--- src/rtl/ctl_data_demux.sv ---
`default_nettype none
// ============================================================================
//  Module      : ctl_data_demux
//  Description : Read-side engine of the convertible FIFO. Drains 72-bit
//                {ctrl, data} words from the FIFO BRAM. In packet mode it
//                streams committed words downstream through a 2-entry skid
//                buffer. In CPU mode it serves addressed single-word reads,
//                returning either the data field or the zero-extended ctrl.
//  Revision    : 1.0 - initial release
// ============================================================================
module ctl_data_demux #(
    parameter int ADDR_WIDTH = 8,
    parameter int DATA_WIDTH = 64,
    parameter int CTRL_WIDTH = 8
) (
    input  logic                             clk,
    input  logic                             reset_n,
    input  logic                             mode,
    input  logic [ADDR_WIDTH-1:0]            commit_ptr,
    output logic                             mem_rd_en,
    output logic [ADDR_WIDTH-1:0]            mem_rd_addr,
    input  logic [CTRL_WIDTH+DATA_WIDTH-1:0] mem_rd_data,
    output logic [ADDR_WIDTH-1:0]            rd_ptr,
    output logic [DATA_WIDTH-1:0]            out_data,
    output logic [CTRL_WIDTH-1:0]            out_ctrl,
    output logic                             out_wr,
    input  logic                             out_rdy,
    input  logic                             cpu_rd_req,
    input  logic [ADDR_WIDTH-1:0]            cpu_addr,
    input  logic                             cpu_field,
    output logic [DATA_WIDTH-1:0]            cpu_rd_data,
    output logic                             cpu_rd_valid,
    output logic                             pkt_sent,
    output logic [15:0]                      pkt_cnt
);

    localparam int c_WORD_W = CTRL_WIDTH + DATA_WIDTH;

    // ------------------------------------------------------------------------
    // State
    // ------------------------------------------------------------------------
    logic [ADDR_WIDTH-1:0] rd_ptr_q,         rd_ptr_d;
    logic [c_WORD_W-1:0]   buf_q [2];
    logic                  head_q,           head_d;
    logic [1:0]            occ_q,            occ_d;
    logic                  in_flight_q,      in_flight_d;
    logic                  cpu_pend_q,       cpu_pend_d;
    logic                  cpu_field_q,      cpu_field_d;
    logic [DATA_WIDTH-1:0] cpu_rd_data_q,    cpu_rd_data_d;
    logic                  cpu_rd_valid_q,   cpu_rd_valid_d;
    logic                  prev_ctrl_zero_q, prev_ctrl_zero_d;
    logic                  pkt_sent_q,       pkt_sent_d;
    logic [15:0]           pkt_cnt_q,        pkt_cnt_d;

    // ------------------------------------------------------------------------
    // Combinational control
    // ------------------------------------------------------------------------
    logic [c_WORD_W-1:0]   w_head;
    logic [CTRL_WIDTH-1:0] w_head_ctrl;
    logic                  w_empty;
    logic                  w_xfer;
    logic [2:0]            w_level;
    logic                  w_issue;
    logic                  w_cpu_accept;
    logic                  w_wr_idx;
    logic                  w_eop;
    logic [DATA_WIDTH-1:0] w_ctrl_ext;

    assign w_head      = buf_q[head_q];
    assign w_head_ctrl = w_head[c_WORD_W-1 -: CTRL_WIDTH];
    assign w_empty     = (rd_ptr_q == commit_ptr);

    // A transfer happens whenever a word is buffered, downstream is ready
    // and we are streaming.
    assign w_xfer = (occ_q != 2'd0) & out_rdy & ~mode;

    // Words committed to the buffer after this cycle: buffered plus the one
    // landing, minus the one leaving. Must stay below 2 to issue another.
    assign w_level = {1'b0, occ_q} + {2'b00, in_flight_q} - {2'b00, w_xfer};

    // Reset gating keeps the BRAM strobe quiet while the block is held.
    assign w_issue      = reset_n & ~mode & ~w_empty & (w_level < 3'd2);
    assign w_cpu_accept = reset_n & mode & cpu_rd_req & ~in_flight_q;

    // Landing word goes directly behind the current head (never when full,
    // because an in-flight read implies at most one buffered word).
    assign w_wr_idx = head_q ^ occ_q[0];

    // End of packet: non-zero ctrl following a zero-ctrl word.
    assign w_eop = w_xfer & (w_head_ctrl != '0) & prev_ctrl_zero_q;

    assign w_ctrl_ext = {{(DATA_WIDTH-CTRL_WIDTH){1'b0}},
                         mem_rd_data[c_WORD_W-1 -: CTRL_WIDTH]};

    // ------------------------------------------------------------------------
    // Outputs
    // ------------------------------------------------------------------------
    assign mem_rd_en    = w_issue | w_cpu_accept;
    assign mem_rd_addr  = w_cpu_accept ? cpu_addr : rd_ptr_q;
    assign rd_ptr       = rd_ptr_q;
    assign out_data     = w_head[DATA_WIDTH-1:0];
    assign out_ctrl     = w_head_ctrl;
    assign out_wr       = w_xfer;
    assign cpu_rd_data  = cpu_rd_data_q;
    assign cpu_rd_valid = cpu_rd_valid_q;
    assign pkt_sent     = pkt_sent_q;
    assign pkt_cnt      = pkt_cnt_q;

    // Next-state for pointers, buffer occupancy, CPU return path and EOP count.
    always_comb begin
        rd_ptr_d         = rd_ptr_q;
        head_d           = head_q ^ w_xfer;
        occ_d            = occ_q;
        in_flight_d      = w_issue;
        cpu_pend_d       = w_cpu_accept;
        cpu_field_d      = w_cpu_accept ? cpu_field : cpu_field_q;
        cpu_rd_data_d    = cpu_rd_data_q;
        cpu_rd_valid_d   = cpu_pend_q;
        prev_ctrl_zero_d = prev_ctrl_zero_q;
        pkt_sent_d       = w_eop;
        pkt_cnt_d        = pkt_cnt_q;

        if (w_issue) begin
            rd_ptr_d = rd_ptr_q + {{(ADDR_WIDTH-1){1'b0}}, 1'b1};
        end

        if (in_flight_q & ~w_xfer) begin
            occ_d = occ_q + 2'd1;
        end else if (~in_flight_q & w_xfer) begin
            occ_d = occ_q - 2'd1;
        end

        if (cpu_pend_q) begin
            cpu_rd_data_d = cpu_field_q ? w_ctrl_ext : mem_rd_data[DATA_WIDTH-1:0];
        end

        if (w_xfer) begin
            prev_ctrl_zero_d = (w_head_ctrl == '0);
        end

        if (w_eop) begin
            pkt_cnt_d = pkt_cnt_q + 16'd1;
        end
    end

    // State registers; reset discards buffered and in-flight words.
    always_ff @(posedge clk or negedge reset_n) begin
        if (!reset_n) begin
            rd_ptr_q         <= '0;
            buf_q[0]         <= '0;
            buf_q[1]         <= '0;
            head_q           <= 1'b0;
            occ_q            <= 2'd0;
            in_flight_q      <= 1'b0;
            cpu_pend_q       <= 1'b0;
            cpu_field_q      <= 1'b0;
            cpu_rd_data_q    <= '0;
            cpu_rd_valid_q   <= 1'b0;
            prev_ctrl_zero_q <= 1'b0;
            pkt_sent_q       <= 1'b0;
            pkt_cnt_q        <= 16'd0;
        end else begin
            rd_ptr_q         <= rd_ptr_d;
            head_q           <= head_d;
            occ_q            <= occ_d;
            in_flight_q      <= in_flight_d;
            cpu_pend_q       <= cpu_pend_d;
            cpu_field_q      <= cpu_field_d;
            cpu_rd_data_q    <= cpu_rd_data_d;
            cpu_rd_valid_q   <= cpu_rd_valid_d;
            prev_ctrl_zero_q <= prev_ctrl_zero_d;
            pkt_sent_q       <= pkt_sent_d;
            pkt_cnt_q        <= pkt_cnt_d;
            if (in_flight_q) begin
                buf_q[w_wr_idx] <= mem_rd_data;
            end
        end
    end

endmodule
`default_nettype wire

--- config.mk ---
export PLATFORM = sky130hd
export DESIGN_NAME = ctl_data_demux
export DESIGN_NICKNAME = d
export VERILOG_FILES = /design/src/rtl/ctl_data_demux.sv
export SDC_FILE = /design/constraint.sdc
export NUM_CORES = 1
export LEC_CHECK = 0
export CAP_MARGIN = 10
export CORE_MARGIN = 2
export CORE_UTILIZATION = 50
export DETAILED_ROUTE_END_ITERATION = 16
export GPL_TIMING_DRIVEN = 0
export PLACE_DENSITY = 0.92
export SYNTH_ARGS = -nofsm -noshare
export SYNTH_HDL_FRONTEND = slang
export SYNTH_SLANG_ARGS = --single-unit
--- constraint.sdc ---
create_clock -name clk -period 5.16 [get_ports clk]
set_input_delay 1.032 -clock clk [delete_from_list [all_inputs] [get_ports clk]]
set_output_delay 1.032 -clock clk [all_outputs]
set_load 0.02 [all_outputs]
# Word level (Yosys, flattened, before mapping)
# Cells that the tools add are included.
word_totals:
  register_bits: 241
  inputBits: 94
  output_inout_bits: 172
  wordCells: 60
op_classes:
  reduce_logical: 5
  addsub: 6
  magnitude_cmp: 4
  bitwise_logic: 21
  muxes: 10
  n_eq_ne: 1
ops:
  columns: ["cell", "count"]
  rows:
  - ["72-bit 2-to-1 mux", 4]
  - ["144-bit bitwise mux", 1]
  - ["72-bit demux with 1-bit select", 1]
  - ["64-bit 2-to-1 mux", 1]
  - ["16-bit by 1-bit adder with 16-bit output (second input constant)", 1]
  - ["1-bit AND", 12]
  - ["8-bit by 1-bit adder with 8-bit output (second input constant)", 1]
  - ["8-bit == test", 1]
  - ["8-bit zero test", 1]
  - ["8-bit 2-to-1 mux", 1]
  - ["8-bit nonzero test", 1]
  - ["2-bit >= comparator (second input constant)", 2]
  - ["2-bit 2-to-1 mux", 2]
  - ["1-bit NOT", 4]
  - ["1-bit NOT with 2-bit output", 2]
  - ["2-bit nonzero test", 2]
  - ["2-bit by 1-bit adder with 3-bit output", 1]
  - ["3-bit by 2-bit < comparator with 1-bit output (second input constant)", 1]
  - ["3-bit by 1-bit subtractor with 3-bit output", 1]
  - ["2-bit by 1-bit adder with 2-bit output (second input constant)", 1]
  - ["2-bit by 1-bit < comparator with 1-bit output (second input constant)", 1]
  - ["2-bit by 1-bit subtractor with 2-bit output (second input constant)", 1]
  - ["1-bit XOR", 2]
  - ["1-bit logical AND", 1]
  - ["1-bit bitwise OR", 1]

# Depth between registers and ports, before layout
# Gate-level depths: netlist (run 1).
logic_depth:
  depth_word: 7
  depth_mapped: 11
  ltp_nobuf: 10

# Worst setup path after synthesis (run 1)
# No wires, ideal clock.
synth_path:
  path_kind: "input -> output"
  from: "input mode"
  to: "output mem_rd_en"
  required_ps: 4128
  arrival_time_ps: 3422
  setup_slack_ps: 706
  n_path_buf: 1
  stages: 9
  cell_sequence: "or3b_1 > buf_6 > ha_1 > or2b_1 > fa_1 > xnor2_1 > nand3_1 > a211oi_2 > or2_2"
synth_via:
  elab_chain_len: 6
  elab_cells_between_ends: 11
  classes_between: "add/sub: 1; order compare: 1; bitwise: 9"
synth_lines:
  columns: ["element", "line", "source"]
  rows:
  - ["from (decl)", "18", "input logic mode,"]
  - ["1-bit NOT (*)", "75, 82", null]
  - ["1-bit AND", "75", "assign w_xfer = (occ_q != 2'd0) & out_rdy & ~mode;"]
  - ["3-bit by 1-bit subtractor with 3-bit output", "79", "assign w_level = {1'b0, occ_q} + {2'b00, in_flight_q} - {2'b00, w_xfer};"]
  - ["3-bit by 2-bit < comparator with 1-bit output", "82", "assign w_issue = reset_n & ~mode & ~w_empty & (w_level < 3'd2);"]
  - ["1-bit AND (*)", "82", null]
  - ["net in_flight_d", "46", "logic in_flight_q, in_flight_d;"]
  - ["1-bit bitwise OR (*)", "98", "assign mem_rd_en = w_issue | w_cpu_accept;"]
  - ["to (decl)", "20", "output logic mem_rd_en,"]
# Mark *: on every way through the listed nets, which the timed path passes. The rest lies on a longest branch.

# Worst setup path in the final report (run 1)
layout_path:
  from: "input out_rdy"
  to: "output mem_rd_en"
layout_via:
  elab_chain_len: 6
layout_lines:
  columns: ["element", "line", "source"]
  rows:
  - ["from (decl)", "27", "input logic out_rdy,"]
  - ["1-bit AND (2 in a row)", "75", null]
  - ["3-bit by 1-bit subtractor with 3-bit output", "79", null]
  - ["3-bit by 2-bit < comparator with 1-bit output", "82", null]
  - ["1-bit AND", "82", null]
  - ["net in_flight_d", "46", null]
  - ["1-bit bitwise OR", "98", null]
# The timed path passes the listed nets, and every way through them passes these cells.

==> flow_metrics.py, run 1 <==
metrics = {
    "grt": {
        "grt_max_degree": 123,
        "antenna_found_initial": 1,
        "grt_usage_pct": 24.1,
        "overflow": 0,
        "grt_pass1_wl_um": 42900,
        "grt_pass1_vias": 8130,
    },
    "synthesis": {
        "netlist_instances": 831,
        "yosys.area_share.simple_pct": 8.53,
        "synth_nets": 930,
        "synth_xor_area_share_pct": 3.02,
        "syn_area_um2": 10700,
        "ys_ff_latch": 241,
        "synth-compound-area-share_pct": 3.36,
        "synth_top_family_by_area": "multiplexers",
        "synth_cell_types": 37,
        "yosys_warnings": 0,
        "yosysSeqAreaShare_pct": 56.4,
        "synth.area.mux_share_pct": 23.8,
        "synthAdderAreaFrac_pct": 0.655,
        "avgSynthCellArea_um2": 12.9,
    },
    "floorplanning": {
        "die_y_um": 150,
        "core_um2": 21000,
        "num_rows": 53,
        "die_x_um": 150,
        "floorplan.initialDensity_pct": 50.9,
        "ios": 266,
        "design.die.area_um2": 22600,
    },
    "finish": {
        "layout-drive-gt1-share_pct": 25.3,
        "syn_to_final_growth_pct": 36.3,
        "num-nets-final": 1225,
        "fin_util_pct": 69.4,
        "finalInstanceArea_um2": 14600,
        "final_cells": 1419,
        "n_fill_cell": 1418,
    },
    "timing": {
        "worst_pin_slew_ns": 0.863,
        "fin_ws_ns": 0.165,
        "fmax_mhz": 200,
        "tns_ns": 0,
        "skew_ns": 0.0156,
        "fin_crit_sh_pct": 96.8,
        "min_period_ns": 5.00,
        "slew_viol_final": 0,
        "relSlewSlack_pct": 42.4,
        "setup_viol_count_final": 0,
        "hold_viol": 0,
        "rsz0062_at_grt": "false",
    },
    "drt": {
        "detail-route-antenna-nets": 0,
        "drt_iter0_drc": 326,
        "dr.pass1.iters": 4,
        "drc_errors": 0,
        "routedWlPerCell_um": 19.3,
        "drt-total-wl_um": 27400,
        "routed_via_density": 5.33,
        "via_count": 7569,
    },
    "setup_path": {
        "crit_family": "buffers and inverters",
        "reg2reg_slack_ns": 1.99,
        "arrival_ns": 3.96,
        "cpPeakStageDelay_ns": 0.49,
        "cp_num_cells": 11,
        "path_cells": "clkdlybuf4s50_1 > or3b_1 > buf_6 > ha_1 > or2b_1 > fa_1 > xnor2_1 > nand3_1 > a211oi_4 > or2_2 > dlygate4sd2_1",
        "rr_startpoint": "occ_q[0]$_DFFE_PN0N_",
        "crit_fanout": 5,
        "crit_required_ns": 4.13,
        "crit_path_start_kind": "input port",
        "criticalPathCategory": "input port to output pin",
        "path_buf_inv": 3,
        "reg2reg_depth": 11,
        "endpoint_kind": "output pin",
        "reg2reg_to": "rd_ptr[1]$_DFFE_PN0P_",
        "crit_slowest_cell": "clkdlybuf4s50_1",
    },
    "clocking": {
        "cts_made_buffers": 25,
        "htreeDepth": 1,
        "clockBufferDepth": 3,
        "clkLatencyLatePin_ns": 0.51,
        "clock_sinks": 241,
        "cts-root-buf": "clkbuf_16",
        "cts_tree": "yes",
        "clk_pin_slew_ns": 0.06,
    },
    "outcome": {
        "outcome": "complete, no violations",
    },
    "placed_design": {
        "dp.cells": 1372,
        "io_buffers": 265,
        "dpl_cell_area_um2": 13700,
        "hpwl_um": 19000,
        "place_ws_ns": -0.638,
        "place.gp.congestion": 0.806,
    },
    "run": {
        "max_cap_violations": 0,
    },
    "power": {
        "vdd_ir_drop_max_uv": 465,
        "p_leak_nw": 6.18,
        "powerDensity_nw_per_um2": 637,
    },
    "worst_hold_path": {
        "whs_path_depth": 0,
        "min_to": "cpu_rd_valid$_DFF_PN0_",
        "hold_class": "register to register",
        "min_from": "cpu_pend_q$_DFF_PN0_",
    },
}
Yosys cell counts, drive strengths merged:
library cell  count  area (µm²)
fa                1        20.0
or2b              1        7.51
nor4              6        37.5
nor2b             1        6.26
and2              2        12.5
a32o              1        21.3
nand3             6        55.1
mux2i             8        80.1
and4              2        17.5
xor2             12         105
mux2            219        2470
dfrtp           241        6030
inv              59         226
and3             10        62.6
a211oi            1        12.5
buf              22         125
nor4b             1        8.76
o21ai            57         285
nand3b           56         420
a21oi             8        40.0
xnor2            24         218
nor2             10        37.5
or3b              1        8.76
clkbuf           28         106
nand4            12        90.1
nand2b            1        6.26
ha                4        50.1
nand2            36         135
or2               1        6.26
area by class of cell:
class	instances	area, µm²	area share (%)
antenna	1	2.50	0.0172
timing repair buffer	268	2730	18.7
multi-input combinational	481	4220	28.9
buffer	50	231	1.59
tap	275	344	2.36
inverter	59	226	1.55
clock buffer	36	707	4.85
clock inverter	8	93.8	0.643
sequential	241	6030	41.3
metal layers:
metal,up-vias,GRT usage (%),part of all wire [%]
met2,268,41.4,50
met3,63,4.70,5.9
met1,3789,30.3,41
met5,-,0,0
met4,0,8.92,3.8
li1,3449,-,-
cells by family after synthesis:
group | Yosys count
and+or+nand+nor | 146
buffers and inverters | 109
muxes | 227
DFF | 241
adders and majority gates | 5
xor gates and xnor gates | 36
AOI/OAI and AO/OA | 67
flip-flops by register name, indices dropped and copies added (netlist names):
| signal | flops |
|---|---|
| buf_q | 144 |
| occ_q | 2 |
| in_flight_q | 1 |
| cpu_pend_q | 1 |
| cpu_rd_valid | 1 |
| head_q | 1 |
| prev_ctrl_zero_q | 1 |
| rd_ptr | 8 |
| cpu_rd_data | 64 |
| pkt_cnt | 16 |
| cpu_field_q | 1 |
| pkt_sent | 1 |
metrics by stage:
| step | total power, mW | hold slack, ns |
|---|---|---|
| 3_5_place_dp | 7.52 | 0.433 |
| 3_3_place_gp | 7.38 | 0.425 |
| 5_1_grt | 9.77 | 0.444 |
| 4_1_cts | 9.37 | 0.442 |
| 6_report | 9.30 | 0.440 |
| 2_1_floorplan | 5.59 | 0.370 |
what timing repair did:
action / in CTS / in global routing
endpoints found under the setup margin: 9 / 1
buffers inserted: 1 / 0
pin swaps: 1 / 0
gates cloned: 1 / 0
hold buffers: 0 / 0
resized for setup: 3 / 1
report_power, final:
| group | leakage, nW | switching (mW) | internal (mW) |
|---|---|---|---|
| registers | 2.91 | 0.453 | 2.69 |
| clock network | 0.397 | 0.725 | 1.05 |
| logic | 2.87 | 2.06 | 2.32 |
| total | 6.18 | 3.24 | 6.05 |
worst max path at each step:
stage / slack [ns] / to / startpoint
after floorplan: 0.71 / mem_rd_en / mode
after global placement: -8.95 / mem_rd_addr[3] / reset_n
after detailed placement: -0.64 / mem_rd_en / mode
after CTS: 0.04 / mem_rd_en / mode
after global routing: 0.03 / mem_rd_addr[3] / reset_n
final: 0.16 / mem_rd_en / out_rdy
cells in the final DEF, fill, tap and decap left out, types with 2 or more instances in the layout:
master           instances
clkdlybuf4s50_1        262
dfrtp_1                241
mux2_2                 219
inv_1                   58
o21ai_0                 57
nand3b_1                56
nand2_1                 36
clkbuf_1                34
clkbuf_16               25
xnor2_1                 23
buf_2                   15
xor2_1                  12
nand4_1                 11
nor2_1                  10
and3_1                  10
mux2i_1                  8
a21oi_1                  8
nor4_1                   6
buf_1                    5
nand3_2                  5
clkinv_2                 5
ha_1                     4
clkbuf_8                 4
inv_6                    2
buf_12                   2
and4_1                   2
and2_1                   2
bufinv_16                2
worst reg2reg max path: stages (launching register included):
cell and delay (ns):
dfrtp_1 0.45, nor2_1 0.09, or3b_1 0.36, buf_6 0.15, ha_1 0.33, or2b_1 0.25, fa_1 0.38, xnor2_1 0.14
nand3_1 0.15, a211oi_4 0.22, buf_4 0.20, mux2_2 0.33
No activity file was read; power rests on OpenSTA's default activity.
==> run 2: changes to the inputs <==
- clock period: 5.16 -> 4.75 ns (I/O delays scaled with it)
==> run 2 against run 1 <==
  * Worst setup slack worse by 0.077 ns
  * Global-route usage hardly changed
  * Largest cell class unchanged
  * Clock power is 9% higher
  * Sequential share of layout area hardly changed
  * Hold slack worse by 0.058 ns
  * Highest routed layer unchanged
==> flow_metrics.py, run 2 (synthesized netlist as in run 1, its figures left out) <==
metrics = {
    "floorplanning": {
        "num_rows": 53,
        "floorplan.initialDensity_pct": 50.9,
        "die_x_um": 150,
        "die_y_um": 150,
        "design.die.area_um2": 22600,
        "core_um2": 21000,
        "ios": 266,
    },
    "grt": {
        "grt_util_met1_pct": 30.2,
        "grtUsageMet2_pct": 41.4,
        "overflow": 0,
        "grt_usage_pct": 24.1,
        "met3_usage_pct": 4.73,
        "grt-busiest-layer": "met2",
        "antenna_found_initial": 1,
        "grt_pass1_wl_um": 42900,
        "grt_max_degree": 123,
        "grt_pass1_vias": 8142,
    },
    "setup_path": {
        "crit_path_start_kind": "input port",
        "arrival_ns": 3.71,
        "endpoint_kind": "output pin",
        "criticalPathCategory": "input port to output pin",
        "crit_required_ns": 3.80,
        "crit_fanout": 5,
    },
    "power": {
        "p_leak_nw": 6.18,
        "vdd_ir_drop_max_uv": 506,
        "powerDensity_nw_per_um2": 692,
    },
    "timing": {
        "fin_crit_sh_pct": 98.2,
        "rsz0062_at_grt": "false",
        "setup_viol_count_final": 0,
        "fin_ws_ns": 0.0877,
        "fmax_mhz": 214,
        "min_period_ns": 4.66,
        "relSlewSlack_pct": 42.4,
        "hold_viol": 0,
        "skew_ns": 0.0172,
        "slew_viol_final": 0,
        "worst_pin_slew_ns": 0.863,
    },
    "finish": {
        "final_cells": 1419,
        "num-nets-final": 1225,
        "largest_register": "buf_q",
        "syn_to_final_growth_pct": 36.3,
        "layout_common_cells": "clkdlybuf4s50_1 (262), dfrtp_1 (241), mux2_2 (219)",
        "final_common_cell": "clkdlybuf4s50_1",
        "largest_reg_flops": 144,
        "layout-drive-gt1-share_pct": 25.5,
    },
    "placed_design": {
        "io_buffers": 265,
        "place_ws_ns": -0.884,
        "dp.cells": 1372,
        "place.gp.congestion": 0.806,
        "hpwl_um": 19000,
    },
    "clocking": {
        "clockBufferDepth": 3,
        "cts_made_buffers": 25,
        "hold_buffers": 0,
        "cts_tree": "yes",
        "clk_pin_slew_ns": 0.06,
        "htreeDepth": 1,
        "clkLatencyLatePin_ns": 0.51,
        "cts-root-buf": "clkbuf_16",
        "clock_sinks": 241,
    },
    "drt": {
        "detail-route-antenna-nets": 0,
        "drc_errors": 0,
        "routed_via_density": 5.33,
        "routedWlPerCell_um": 19.3,
        "dr.pass1.iters": 4,
        "drt_iter0_drc": 296,
        "via_count": 7567,
        "drt-total-wl_um": 27400,
    },
    "run": {
        "max_cap_violations": 0,
    },
    "outcome": {
        "outcome": "complete, no violations",
    },
    "worst_hold_path": {
        "hold_class": "input port to async pin",
    },
}
==> run 2: final cells by class <==
class	instances	area, µm²
antenna	1	2.50
buffer	50	233
clock buffer	36	707
clock inverter	8	93.8
fill	1418	6430
inverter	59	226
multi-input combinational	481	4220
sequential	241	6030
tap	275	344
timing repair buffer	268	2730
==> run 2: metrics by stage <==
step           hold slack [ns]  power (mW)  TNS [ns]  cell area, µm²  utilization (%)
2_1_floorplan            0.370        6.07         0           10700                -
4_1_cts                  0.406        10.2         0           14600             69.4
5_1_grt                  0.409        10.6         0           14600             69.4
3_3_place_gp             0.425        8.02  -1890.03           13700             65.2
3_5_place_dp             0.433        8.17     -3.92           13700             65.3
6_report                 0.381        10.1         0           14600             69.4
==> run 2: power breakdown <==
part           total (mW)  switching [mW]  internal [mW]  leakage (nW)
combinational        4.76            2.24           2.52          2.87
clock                1.93           0.789           1.14         0.397
sequential           3.41           0.491           2.92          2.91
==> run 2: routing by layer <==
layer / routed length, µm / part of all wire [%]
met1: 11200 / 41
met2: 13700 / 50
met3: 1560 / 5.7
met4: 934 / 3.4
met5: 0 / 0
==> run 2: final timing paths <==
| path | startpoint | endpoint | slack, ns | depth (start not counted) |
|---|---|---|---|---|
| min in group clk | cpu_pend_q$_DFF_PN0_ | cpu_rd_valid$_DFF_PN0_ | 0.44 | 0 |
| max in group asynchronous | reset_n | rd_ptr[0]$_DFFE_PN0P_ | 3.46 | 2 |
| min reg2reg | cpu_pend_q$_DFF_PN0_ | cpu_rd_valid$_DFF_PN0_ | 0.44 | 0 |
| max | out_rdy | mem_rd_en | 0.09 | 11 |
| min | reset_n | cpu_rd_data[10]$_DFFE_PN0P_ | 0.38 | 1 |
| max reg2reg | occ_q[0]$_DFFE_PN0N_ | rd_ptr[1]$_DFFE_PN0P_ | 1.57 | 11 |
==> run 2: critical path, cell delays in order <==
cell and delay, ns:
clkdlybuf4s50_1 0.49, or3b_1 0.36, buf_6 0.15, ha_1 0.33, or2b_1 0.25, fa_1 0.38
xnor2_1 0.14, nand3_1 0.15, a211oi_4 0.22, or2_2 0.14, buf_2 0.15
==> run 2: timing repair <==
item,in CTS,in global routing
setup buffers,1,0
endpoints found under the hold margin,0,0
setup endpoints to repair,9,8
resized for setup,8,2
pin swaps,2,0
gates cloned,1,0
